===== config.mk =====
export PLATFORM = sky130hd
export DESIGN_NAME = shift_stage
export DESIGN_NICKNAME = d
export VERILOG_FILES = /design/src/rtl/shift_stage.sv
export SDC_FILE = /design/constraint.sdc
export NUM_CORES = 1
export LEC_CHECK = 0
export ABC_AREA = 0
export BUFFER_PORTS_ARGS = -buffer_cell sky130_fd_sc_hd__buf_2
export CAP_MARGIN = 25
export CORE_MARGIN = 5
export CORE_UTILIZATION = 25
export DETAILED_ROUTE_END_ITERATION = 10
export GPL_ROUTABILITY_DRIVEN = 0
export GPL_TIMING_DRIVEN = 0
export MAX_ROUTING_LAYER = met4
export SYNTH_ARGS = -nofsm -noshare
export SYNTH_HDL_FRONTEND = slang
export SYNTH_SLANG_ARGS = --single-unit
export TNS_END_PERCENT = 100

===== constraint.sdc =====
create_clock -name clk -period 2.7 [get_ports clk]
set_input_delay 0.405 -clock clk [delete_from_list [all_inputs] [get_ports clk]]
set_output_delay 0.405 -clock clk [all_outputs]
set_load 0.005 [all_outputs]

===== src/rtl/shift_stage.sv =====
// rtl/shift_stage.sv - two-stage shift/rotate unit with valid/ready handshake
`ifndef DEFAULT_WIDTH
`define DEFAULT_WIDTH 8
`endif

module shift_stage #(
    parameter int n = `DEFAULT_WIDTH
) (
    input  logic                 clk,
    input  logic                 rst_n,
    input  logic                 in_valid,
    output logic                 in_ready,
    input  logic [n-1:0]         in_a,
    input  logic [$clog2(n)-1:0] in_b,
    input  logic [2:0]           in_op,
    output logic                 out_valid,
    input  logic                 out_ready,
    output logic [n-1:0]         out_result,
    output logic                 out_carry,
    output logic                 out_zero,
    output logic                 out_neg,
    output logic                 out_err
);
    localparam int LW = $clog2(n);

    logic          s1_valid_q, s1_valid_d;
    logic [n-1:0]  s1_a_q;
    logic [LW-1:0] s1_b_q;
    logic          s1_left_q, s1_rot_q, s1_fill_q, s1_err_q;
    logic          out_valid_q, out_valid_d;
    logic [n-1:0]  res_q, res_d;
    logic          carry_q, carry_d, zero_q, neg_q, err_q;
    logic          s2_load;
    logic          dec_left, dec_rot, dec_fill, dec_err;

    assign s2_load    = !out_valid_q || out_ready;
    assign in_ready   = !s1_valid_q || s2_load;
    assign s1_valid_d = in_ready ? in_valid : s1_valid_q;
    assign out_valid_d = s2_load ? s1_valid_q : out_valid_q;

    always_comb begin
        dec_left = 1'b0;
        dec_rot  = 1'b0;
        dec_fill = 1'b0;
        dec_err  = 1'b0;
        case (in_op)
            3'd0: dec_left = 1'b1;
            3'd1: ;
            3'd2: dec_fill = in_a[n-1];
            3'd3: begin dec_left = 1'b1; dec_rot = 1'b1; end
            3'd4: dec_rot = 1'b1;
            default: dec_err = 1'b1;
        endcase
    end

    always_ff @(posedge clk or negedge rst_n) begin
        if (!rst_n) begin
            s1_valid_q <= 1'b0;
            s1_a_q     <= '0;
            s1_b_q     <= '0;
            s1_left_q  <= 1'b0;
            s1_rot_q   <= 1'b0;
            s1_fill_q  <= 1'b0;
            s1_err_q   <= 1'b0;
        end else begin
            s1_valid_q <= s1_valid_d;
            if (in_ready && in_valid) begin
                s1_a_q    <= in_a;
                s1_b_q    <= in_b;
                s1_left_q <= dec_left;
                s1_rot_q  <= dec_rot;
                s1_fill_q <= dec_fill;
                s1_err_q  <= dec_err;
            end
        end
    end

    // Barrel shifter: level i moves by 2**i when b[i] is set.
    logic [n-1:0] lvl [LW+1];
    assign lvl[0] = s1_a_q;

    for (genvar i = 0; i < LW; i++) begin : g_lvl
        localparam int S = 1 << i;
        logic [n-1:0] shl, shr;
        assign shl = {lvl[i][n-1-S:0], s1_rot_q ? lvl[i][n-1 -: S] : {S{s1_fill_q}}};
        assign shr = {s1_rot_q ? lvl[i][S-1:0] : {S{s1_fill_q}}, lvl[i][n-1:S]};
        assign lvl[i+1] = !s1_b_q[i] ? lvl[i] : (s1_left_q ? shl : shr);
    end

    logic [LW-1:0] idx_l, idx_r;
    logic [n-1:0]  shifted;
    assign idx_l   = '0 - s1_b_q;
    assign idx_r   = s1_b_q - LW'(1);
    assign shifted = lvl[LW];

    always_comb begin
        res_d   = s1_err_q ? s1_a_q : shifted;
        carry_d = 1'b0;
        if (!s1_err_q && s1_b_q != '0) begin
            case ({s1_left_q, s1_rot_q})
                2'b10:   carry_d = s1_a_q[idx_l];
                2'b00:   carry_d = s1_a_q[idx_r];
                2'b11:   carry_d = shifted[0];
                default: carry_d = shifted[n-1];
            endcase
        end
    end

    always_ff @(posedge clk or negedge rst_n) begin
        if (!rst_n) begin
            out_valid_q <= 1'b0;
            res_q       <= '0;
            carry_q     <= 1'b0;
            zero_q      <= 1'b0;
            neg_q       <= 1'b0;
            err_q       <= 1'b0;
        end else begin
            out_valid_q <= out_valid_d;
            if (s2_load && s1_valid_q) begin
                res_q   <= res_d;
                carry_q <= carry_d;
                zero_q  <= (res_d == '0);
                neg_q   <= res_d[n-1];
                err_q   <= s1_err_q;
            end
        end
    end

    assign out_valid  = out_valid_q;
    assign out_result = res_q;
    assign out_carry  = carry_q;
    assign out_zero   = zero_q;
    assign out_neg    = neg_q;
    assign out_err    = err_q;
endmodule


==> report_table.html, run 1 <==
<table>
<tr><th>Metric</th><th>Value</th></tr>
<tr><th colspan="2">Worst setup path</th></tr>
<tr><td>Slowest stage cell on the critical path</td><td>or4_1</td></tr>
<tr><td>Delay contributed by the slowest stage of the critical path</td><td>560 ps</td></tr>
<tr><td>Worst Reg-to-Reg Cells</td><td>7</td></tr>
<tr><td>Slack of the worst reg-to-reg path</td><td>260 ps</td></tr>
<tr><td>Dominant delay contributor by cell family on the critical path</td><td>compound AO/OA/AOI/OAI gates</td></tr>
<tr><td>Cells along the critical path</td><td>clkbuf_1 -&gt; and3_1 -&gt; a2111oi_4 -&gt; a211o_2 -&gt; a32oi_1 -&gt; or4_1 -&gt; o31ai_2</td></tr>
<tr><td>Total stage count of the critical path</td><td>7</td></tr>
<tr><td>Bufs and invs on worst path</td><td>1</td></tr>
<tr><td>Data required, critical path</td><td>2900 ps</td></tr>
<tr><td>CP Launch Type</td><td>flop</td></tr>
<tr><td>Category of the critical setup timing path</td><td>flop to flop</td></tr>
<tr><td>Critical path endpoint category</td><td>flop</td></tr>
<tr><td>Arr. time, crit path</td><td>2650 ps</td></tr>
<tr><td>Maximum net fanout on the critical path</td><td>10</td></tr>
<tr><th colspan="2">Synth</th></tr>
<tr><td>Cell types with the largest area share after synthesis</td><td>dfrtp_1 32%, mux2_2 8.3%, mux2i_1 5.6%</td></tr>
<tr><td>Mapped Avg Cell Area</td><td>9.285 µm²</td></tr>
<tr><td>Sequential share of the synthesized area</td><td>32.39%</td></tr>
<tr><td>Library cell occupying the most area in the post-synthesis netlist</td><td>dfrtp_1</td></tr>
<tr><td>Post-synth top area share</td><td>32.39%</td></tr>
<tr><td>Gate Count Post-Synth</td><td>233</td></tr>
<tr><td>Post-synth cell types</td><td>57</td></tr>
<tr><td>Total nets after synthesis</td><td>253</td></tr>
<tr><td>Netlist area before placement</td><td>0.002163 mm²</td></tr>
<tr><td>FF+latch count, synth</td><td>28</td></tr>
<tr><td>Synth Warn #</td><td>0</td></tr>
<tr><td>Dominant synthesized flop cell</td><td>dfrtp_1</td></tr>
<tr><td>Count of flip-flops with a built-in enable after synthesis</td><td>0</td></tr>
<tr><td>Proportion of synthesized flip-flops having asynchronous set or reset</td><td>100.0%</td></tr>
<tr><th colspan="2">Finish</th></tr>
<tr><td>Commonest non-fill, non-tap cell in the layout</td><td>buf_2</td></tr>
<tr><td>Nets</td><td>289</td></tr>
<tr><td>Multi-input gate area</td><td>0.001306 mm²</td></tr>
<tr><td>Sequential cell area</td><td>700.7 µm²</td></tr>
<tr><td>Number of diodes added for antenna fixing</td><td>0</td></tr>
<tr><td>Synth-to-Final Area Change</td><td>16.71%</td></tr>
<tr><td>Share of final-layout standard cells stronger than drive strength 1</td><td>27.99%</td></tr>
<tr><td>Commonest cells after routing, fill and taps aside</td><td>39 x buf_2, 28 x dfrtp_1, 20 x nand2_1, 16 x mux2_2, 14 x nor2_1</td></tr>
<tr><td>FILL cells</td><td>928</td></tr>
<tr><th colspan="2">Power and ir drop</th></tr>
<tr><td>Fraction of power consumed by combinational cells</td><td>47.0%</td></tr>
<tr><td>Worst vdd rail ir drop</td><td>0.2396 mV</td></tr>
<tr><td>Switching share of power</td><td>37.66%</td></tr>
<tr><td>Internal Pwr Total</td><td>1066 µW</td></tr>
<tr><td>Register share of total power</td><td>32.9%</td></tr>
<tr><td>Net Switching</td><td>644.3 µW</td></tr>
<tr><td>PD cells</td><td>677.5 mW/mm²</td></tr>
<tr><td>Leakage dissipation</td><td>0.001052 µW</td></tr>
<tr><td>Clock network power share</td><td>20.1%</td></tr>
<tr><th colspan="2">CTS</th></tr>
<tr><td>Setup repair bufs after CTS</td><td>0</td></tr>
<tr><td>Resize count post-CTS</td><td>0</td></tr>
<tr><td>Cell chosen for the clock root</td><td>clkbuf_8</td></tr>
<tr><td>Clock H-tree levels</td><td>1</td></tr>
<tr><td>Number of buffers on the longest clock path</td><td>2</td></tr>
<tr><td>Clock net sink count</td><td>28</td></tr>
<tr><td>CTS tree</td><td>built</td></tr>
<tr><td>TritonCTS buffer count</td><td>3</td></tr>
<tr><td>Later-pin clock latency in the skew report</td><td>280 ps</td></tr>
<tr><td>Cts-stage hold buffer count</td><td>0</td></tr>
<tr><td>Post-CTS clock slew at the launch and capture registers of the worst setup and hold paths</td><td>100 ps</td></tr>
<tr><th colspan="2">Timing</th></tr>
<tr><td>Hold violation total from the final report</td><td>0</td></tr>
<tr><td>Highest attainable clock frequency</td><td>409.1 MHz</td></tr>
<tr><td>Fin Setup TNS</td><td>0 ps</td></tr>
<tr><td>Shortest clock period the worst path allows after layout</td><td>2445 ps</td></tr>
<tr><td>Worst-margin pin slew</td><td>922.0 ps</td></tr>
<tr><td>Number of max-slew violations in the final report</td><td>0</td></tr>
<tr><td>Final cycle utilization of the critical path</td><td>90.54%</td></tr>
<tr><td>Setup violation total in the final timing report</td><td>0</td></tr>
<tr><td>Min Hold Slack</td><td>122.8 ps</td></tr>
<tr><td>Rel. slew slack</td><td>36.94%</td></tr>
<tr><td>Setup repair after global routing missed its margin</td><td>no</td></tr>
<tr><td>Final Skew</td><td>1.267 ps</td></tr>
<tr><th colspan="2">Routing</th></tr>
<tr><td>Detailed-routing iteration count for the pre-antenna-repair pass</td><td>5</td></tr>
<tr><td>Vias per cell</td><td>5.404</td></tr>
<tr><td>DRC violation count after routing</td><td>0</td></tr>
<tr><td>Average routed wire per standard cell</td><td>16.48 µm</td></tr>
<tr><td>Total via count in the routed design</td><td>2032</td></tr>
<tr><td>Post-Route WL</td><td>6195 µm</td></tr>
<tr><td>Remaining antenna violation count after routing</td><td>0</td></tr>
<tr><td>First DRT Iteration DRCs</td><td>291</td></tr>
<tr><th colspan="2">Outcome</th></tr>
<tr><td>Run status</td><td>finished clean</td></tr>
<tr><th colspan="2">Global routing</th></tr>
<tr><td>Pin count of the biggest net entering global routing</td><td>29</td></tr>
<tr><td>Via count of the first global-routing pass</td><td>1969</td></tr>
<tr><td>Remaining Overflow, GRT</td><td>0</td></tr>
<tr><td>First-pass GRT wire length</td><td>10050 µm</td></tr>
<tr><td>Tot GR Track Use</td><td>12.31%</td></tr>
<tr><td>Antenna violations before repair</td><td>0</td></tr>
<tr><th colspan="2">Die</th></tr>
<tr><td>I/O pin count</td><td>32</td></tr>
<tr><td>Number of cell rows</td><td>34</td></tr>
<tr><td>Die width</td><td>103.0 µm</td></tr>
<tr><td>Die Ht</td><td>103.0 µm</td></tr>
<tr><td>Core ar.</td><td>0.008593 mm²</td></tr>
<tr><td>Initial core utilization</td><td>25.17%</td></tr>
<tr><td>Die footprint</td><td>0.01061 mm²</td></tr>
<tr><th colspan="2">Min path</th></tr>
<tr><td>Path class of the lowest-slack min-delay path</td><td>input port to async pin</td></tr>
<tr><th colspan="2">Placement</th></tr>
<tr><td>Detailed Place HPWL</td><td>4584 µm</td></tr>
<tr><td>Number of buffers added on ports</td><td>31</td></tr>
<tr><th colspan="2">Job</th></tr>
<tr><td>Count of maximum capacitance violations</td><td>0</td></tr>
</table>
flip-flops by register name, indices dropped and copies added, names as in the netlist:
signal,count
s1_valid_q,1
s1_left_q,1
s1_err_q,1
s1_fill_q,1
out_valid,1
s1_rot_q,1
out_result,8
out_carry,1
s1_b_q,3
s1_a_q,8
out_err,1
out_zero,1
routing by layer:
layer	GRT usage, %	vias up	routed length, µm
met5	-	-	0
met4	4.183	0	172
met3	1.894	17	524
met2	18.75	112	2674
met1	16.62	959	2824
li1	-	944	-
cell type report:
class / instances / share of cell area, %
multi-input combinational: 171 / 51.73
tap: 108 / 5.352
clock buffer: 3 / 1.635
timing repair buffer: 31 / 6.145
buffer: 23 / 4.559
clock inverter: 1 / 1.189
inverter: 11 / 1.635
sequential: 28 / 27.75
synthesized netlist by cell type (all sizes together), types with 4 or more instances:
| master | instances |
|---|---|
| clkbuf | 11 |
| o211ai | 4 |
| a21oi | 7 |
| nor2 | 14 |
| o21ai | 13 |
| a31oi | 5 |
| inv | 11 |
| dfrtp | 28 |
| nand2b | 8 |
| mux4 | 4 |
| mux2 | 19 |
| buf | 12 |
| nor2b | 7 |
| nand2 | 20 |
| a211o | 4 |
| nand4 | 4 |
| o31ai | 5 |
| a211oi | 6 |
| mux2i | 12 |
cell families after synthesis:
| kind of cell | count (synthesis) | share of synthesized area (%) |
|---|---|---|
| buffers and inverters | 34 | 7.230 |
| and+or+nand+nor | 68 | 16.14 |
| DFF | 28 | 32.39 |
| adders and majority gates | 2 | 1.157 |
| xor gates and xnor gates | 1 | 0.4049 |
| AOI/OAI and AO/OA | 65 | 22.91 |
| muxes | 35 | 19.78 |
stage by stage:
stage | area (µm²) | cells | util [%] | worst slack (ps) | power [µW]
floorplan | 2163 | 233 | - | 566.0 | 1120
global placement | 2454 | 372 | 28.55 | 313.9 | 1353
detailed placement | 2454 | 372 | 28.55 | 309.2 | 1368
CTS | 2525 | 376 | 29.38 | 274.2 | 1713
global route | 2525 | 376 | 29.38 | 161.9 | 1819
finish | 2525 | 376 | 29.38 | 255.5 | 1711
power groups by stage:
stage	combinational (µW)	clock [µW]	sequential, µW
finish	803	344	564
global placement	781	0	571
floorplan	551	0	568
global route	876	366	577
detailed placement	792	0	575
CTS	796	352	566
worst paths after layout:
check / start / end
worst max-delay path: s1_a_q[6] / out_zero
worst min register to register: out_result[3] / out_result[3]
min in group clk: in_valid / s1_valid_q
worst max register to register: s1_a_q[6] / out_zero
worst min-delay path: rst_n / s1_a_q[0]
max in group asynchronous: rst_n / s1_a_q[3]
Note: power is estimated with default switching activity, not from simulation.
==> run 2: changes to the inputs <==
ABC_AREA = 1   (was 0)
SETUP_SLACK_MARGIN = 0.3   (was unset)
==> run 2 against run 1 <==
Non-clock buffer count shrank 12. Global-route usage shrank 0.36 points. Clock skew grew 3.2 ps. Synthesized cell count grew 34%. Combinational power shrank 8.3%. Cell count grew 19%. Critical path depth grew 4. Largest cell class unchanged.
==> report_table.html, run 2 <==
<table>
<tr><th>Metric</th><th>Value</th></tr>
<tr><th colspan="2">Outcome</th></tr>
<tr><td>Run status</td><td>finished clean</td></tr>
<tr><th colspan="2">Synth</th></tr>
<tr><td>Count of flip-flops with a built-in enable after synthesis</td><td>0</td></tr>
<tr><td>Post-synth top area share</td><td>34.57%</td></tr>
<tr><td>Cell types with the largest area share after synthesis</td><td>dfrtp_1 35%, nand2_1 24%, nand3_1 9.9%</td></tr>
<tr><td>Sequential share of the synthesized area</td><td>34.57%</td></tr>
<tr><td>Proportion of synthesized flip-flops having asynchronous set or reset</td><td>100.0%</td></tr>
<tr><td>Most used standard cells in the synthesized netlist</td><td>128 x nand2_1, 40 x nand3_1, 28 x dfrtp_1</td></tr>
<tr><td>Synth Warn #</td><td>0</td></tr>
<tr><td>Library cell occupying the most area in the post-synthesis netlist</td><td>dfrtp_1</td></tr>
<tr><td>Cell with the most instances after synthesis</td><td>nand2_1</td></tr>
<tr><td>Dominant synthesized flop cell</td><td>dfrtp_1</td></tr>
<tr><td>Mapped Avg Cell Area</td><td>6.497 µm²</td></tr>
<tr><td>Post-synth cell types</td><td>31</td></tr>
<tr><td>Gate Count Post-Synth</td><td>312</td></tr>
<tr><td>Total nets after synthesis</td><td>332</td></tr>
<tr><td>FF+latch count, synth</td><td>28</td></tr>
<tr><td>Netlist area before placement</td><td>0.002027 mm²</td></tr>
<tr><th colspan="2">Worst setup path</th></tr>
<tr><td>CP Launch Type</td><td>flop</td></tr>
<tr><td>Data required, critical path</td><td>2880 ps</td></tr>
<tr><td>Category of the critical setup timing path</td><td>flop to flop</td></tr>
<tr><td>Worst flop-to-flop path startpoint</td><td>s1_b_q[1]</td></tr>
<tr><td>Maximum net fanout on the critical path</td><td>10</td></tr>
<tr><td>Worst Reg-to-Reg Cells</td><td>11</td></tr>
<tr><td>Reg-to-reg critical path endpoint</td><td>out_carry</td></tr>
<tr><td>Critical path endpoint category</td><td>flop</td></tr>
<tr><td>Arr. time, crit path</td><td>2320 ps</td></tr>
<tr><td>Worst setup startpoint</td><td>s1_b_q[1]</td></tr>
<tr><td>Slack of the worst reg-to-reg path</td><td>560 ps</td></tr>
<tr><th colspan="2">Finish</th></tr>
<tr><td>Synth-to-Final Area Change</td><td>17.47%</td></tr>
<tr><td>Number of diodes added for antenna fixing</td><td>0</td></tr>
<tr><td>Post-route cell area</td><td>0.002381 mm²</td></tr>
<tr><td>Nets</td><td>368</td></tr>
<tr><td>Commonest non-fill, non-tap cell in the layout</td><td>nand2_1</td></tr>
<tr><td>Share of final-layout standard cells stronger than drive strength 1</td><td>18.44%</td></tr>
<tr><td>Commonest cells after routing, fill and taps aside</td><td>128 x nand2_1, 40 x nand3_1, 32 x buf_2, 28 x dfrtp_1, 26 x inv_1</td></tr>
<tr><th colspan="2">Timing</th></tr>
<tr><td>Fin Setup TNS</td><td>0 ps</td></tr>
<tr><td>Number of max-slew violations in the final report</td><td>0</td></tr>
<tr><td>Minimum setup slack in the final design</td><td>558.9 ps</td></tr>
<tr><td>Worst-margin pin slew</td><td>626.0 ps</td></tr>
<tr><td>Hold violation total from the final report</td><td>0</td></tr>
<tr><td>Final cycle utilization of the critical path</td><td>79.30%</td></tr>
<tr><td>Rel. slew slack</td><td>58.26%</td></tr>
<tr><td>Shortest clock period the worst path allows after layout</td><td>2141 ps</td></tr>
<tr><td>Setup violation total in the final timing report</td><td>0</td></tr>
<tr><td>Highest attainable clock frequency</td><td>467.1 MHz</td></tr>
<tr><td>Final Skew</td><td>4.419 ps</td></tr>
<tr><td>Min Hold Slack</td><td>120.2 ps</td></tr>
<tr><td>Setup repair after global routing missed its margin</td><td>no</td></tr>
<tr><th colspan="2">Routing</th></tr>
<tr><td>Total via count in the routed design</td><td>2108</td></tr>
<tr><td>Vias per cell</td><td>4.695</td></tr>
<tr><td>Average routed wire per standard cell</td><td>12.56 µm</td></tr>
<tr><td>First DRT Iteration DRCs</td><td>168</td></tr>
<tr><td>Post-Route WL</td><td>5640 µm</td></tr>
<tr><td>Remaining antenna violation count after routing</td><td>0</td></tr>
<tr><td>DRC violation count after routing</td><td>0</td></tr>
<tr><td>Detailed-routing iteration count for the pre-antenna-repair pass</td><td>4</td></tr>
<tr><th colspan="2">Power and ir drop</th></tr>
<tr><td>PD cells</td><td>701.5 mW/mm²</td></tr>
<tr><td>Total Power</td><td>1670 µW</td></tr>
<tr><td>Worst vdd rail ir drop</td><td>0.2316 mV</td></tr>
<tr><td>Clock network power share</td><td>20.3%</td></tr>
<tr><td>Fraction of power consumed by combinational cells</td><td>44.1%</td></tr>
<tr><td>Leakage dissipation</td><td>0.001286 µW</td></tr>
<tr><td>Net Switching</td><td>673.1 µW</td></tr>
<tr><td>Switching share of power</td><td>40.30%</td></tr>
<tr><td>Internal Pwr Total</td><td>997.1 µW</td></tr>
<tr><td>Register share of total power</td><td>35.7%</td></tr>
<tr><th colspan="2">Global routing</th></tr>
<tr><td>Pin count of the biggest net entering global routing</td><td>29</td></tr>
<tr><td>Tot GR Track Use</td><td>11.94%</td></tr>
<tr><td>Met1 track demand over resource in global routing</td><td>14.84%</td></tr>
<tr><td>Via count of the first global-routing pass</td><td>2040</td></tr>
<tr><td>First-pass GRT wire length</td><td>9466 µm</td></tr>
<tr><td>Global routing's busiest layer</td><td>met2</td></tr>
<tr><td>Remaining Overflow, GRT</td><td>0</td></tr>
<tr><td>Met2 routing resource usage after global routing</td><td>19.45%</td></tr>
<tr><td>Antenna violations before repair</td><td>0</td></tr>
<tr><td>Met3 global-route usage</td><td>0.9729%</td></tr>
<tr><th colspan="2">CTS</th></tr>
<tr><td>Clock net sink count</td><td>28</td></tr>
<tr><td>CTS tree</td><td>built</td></tr>
<tr><td>Later-pin clock latency in the skew report</td><td>280 ps</td></tr>
<tr><td>Post-CTS clock slew at the launch and capture registers of the worst setup and hold paths</td><td>100 ps</td></tr>
<tr><td>Setup repair bufs after CTS</td><td>0</td></tr>
<tr><td>Cell chosen for the clock root</td><td>clkbuf_8</td></tr>
<tr><td>Cts-stage hold buffer count</td><td>0</td></tr>
<tr><td>Resize count post-CTS</td><td>0</td></tr>
<tr><td>Number of buffers on the longest clock path</td><td>2</td></tr>
<tr><td>TritonCTS buffer count</td><td>3</td></tr>
<tr><td>Clock H-tree levels</td><td>1</td></tr>
<tr><th colspan="2">Die</th></tr>
<tr><td>Core ar.</td><td>0.007807 mm²</td></tr>
<tr><td>Number of cell rows</td><td>32</td></tr>
<tr><td>Die Ht</td><td>100.0 µm</td></tr>
<tr><td>Die footprint</td><td>0.01001 mm²</td></tr>
<tr><td>Die width</td><td>100.0 µm</td></tr>
<tr><td>I/O pin count</td><td>32</td></tr>
<tr><td>Initial core utilization</td><td>25.96%</td></tr>
<tr><th colspan="2">Min path</th></tr>
<tr><td>Path class of the lowest-slack min-delay path</td><td>input port to async pin</td></tr>
<tr><th colspan="2">Job</th></tr>
<tr><td>Count of maximum capacitance violations</td><td>0</td></tr>
<tr><th colspan="2">Placement</th></tr>
<tr><td>Placement Cell Area</td><td>0.002310 mm²</td></tr>
<tr><td>Worst setup slack after placement</td><td>597.4 ps</td></tr>
<tr><td>Number of buffers added on ports</td><td>31</td></tr>
<tr><td>Detailed Place HPWL</td><td>4492 µm</td></tr>
</table>
[run 2: cell count changes in the layout (fill, tap and decap cells not counted), moves of 6 or more]
cell and change:
mux2i_1 -12, buf_2 -7, clkbuf_1 -7, o21ai_0 +13
a211oi_1 -6, nand3_1 +40, inv_1 +17, nand2_1 +108
mux2_2 -16, nand2b_1 -8, nor2b_1 -7, nand2_2 +7
[run 2: layout make-up]
cell class,count,area [µm²]
fill,833,5426
clock inverter,1,30.03
buffer,11,88.84
multi-input combinational,239,1102
inverter,34,135.1
clock buffer,3,41.29
tap,102,127.6
sequential,28,700.7
timing repair buffer,31,155.1
[run 2: cells by family (layout without fill, tap and decap cells)]
| family | after synthesis | in the layout | synth area share [%] |
|---|---|---|---|
| AO/OA/AOI/OAI | 44 | 44 | 12.53 |
| flip-flops | 28 | 28 | 34.57 |
| adder cells (fa/ha/maj) | 2 | 2 | 1.234 |
| buffers and inverters | 45 | 80 | 11.05 |
| AND/OR/NAND/NOR | 193 | 193 | 40.62 |
[run 2: power by group through the flow]
stage | Clock [µW] | Combinational, µW | Sequential [µW]
after CTS | 346 | 736 | 597
after floorplan | 0 | 503 | 592
after global routing | 363 | 837 | 610
after detailed placement | 0 | 732 | 605
final | 339 | 736 | 596
after global placement | 0 | 729 | 602
[run 2: how the worst max path moves through the flow]
stage,endpoint,slack [ps],cells past startpoint
6_report,out_carry,560,11
5_1_grt,out_carry,460,11
4_1_cts,out_carry,570,11
3_5_place_dp,out_carry,600,11
3_3_place_gp,out_carry,620,11
2_1_floorplan,out_carry,970,11
[run 2: critical path, stage by stage (launching register included)]
cell and delay [ps]:
dfrtp_1 480, inv_1 100, buf_2 200, ha_1 230, ha_1 320, inv_1 70, o21ai_0 70, a31oi_1 50
o21ai_0 200, nand4_1 140, nand3_1 100, nand2_1 50
[run 2: stage by stage]
| stage | instances | util [%] |
|---|---|---|
| after detailed placement | 445 | 29.58 |
| after CTS | 449 | 30.50 |
| final | 449 | 30.50 |
| after floorplan | 312 | - |
| after global placement | 445 | 29.58 |
| after global routing | 449 | 30.50 |
[run 2: metal layers]
metal	share of wire [%]	wire [µm]
met5	0	0
met3	4.1	232
met2	48	2689
met1	44	2495
met4	4.0	223
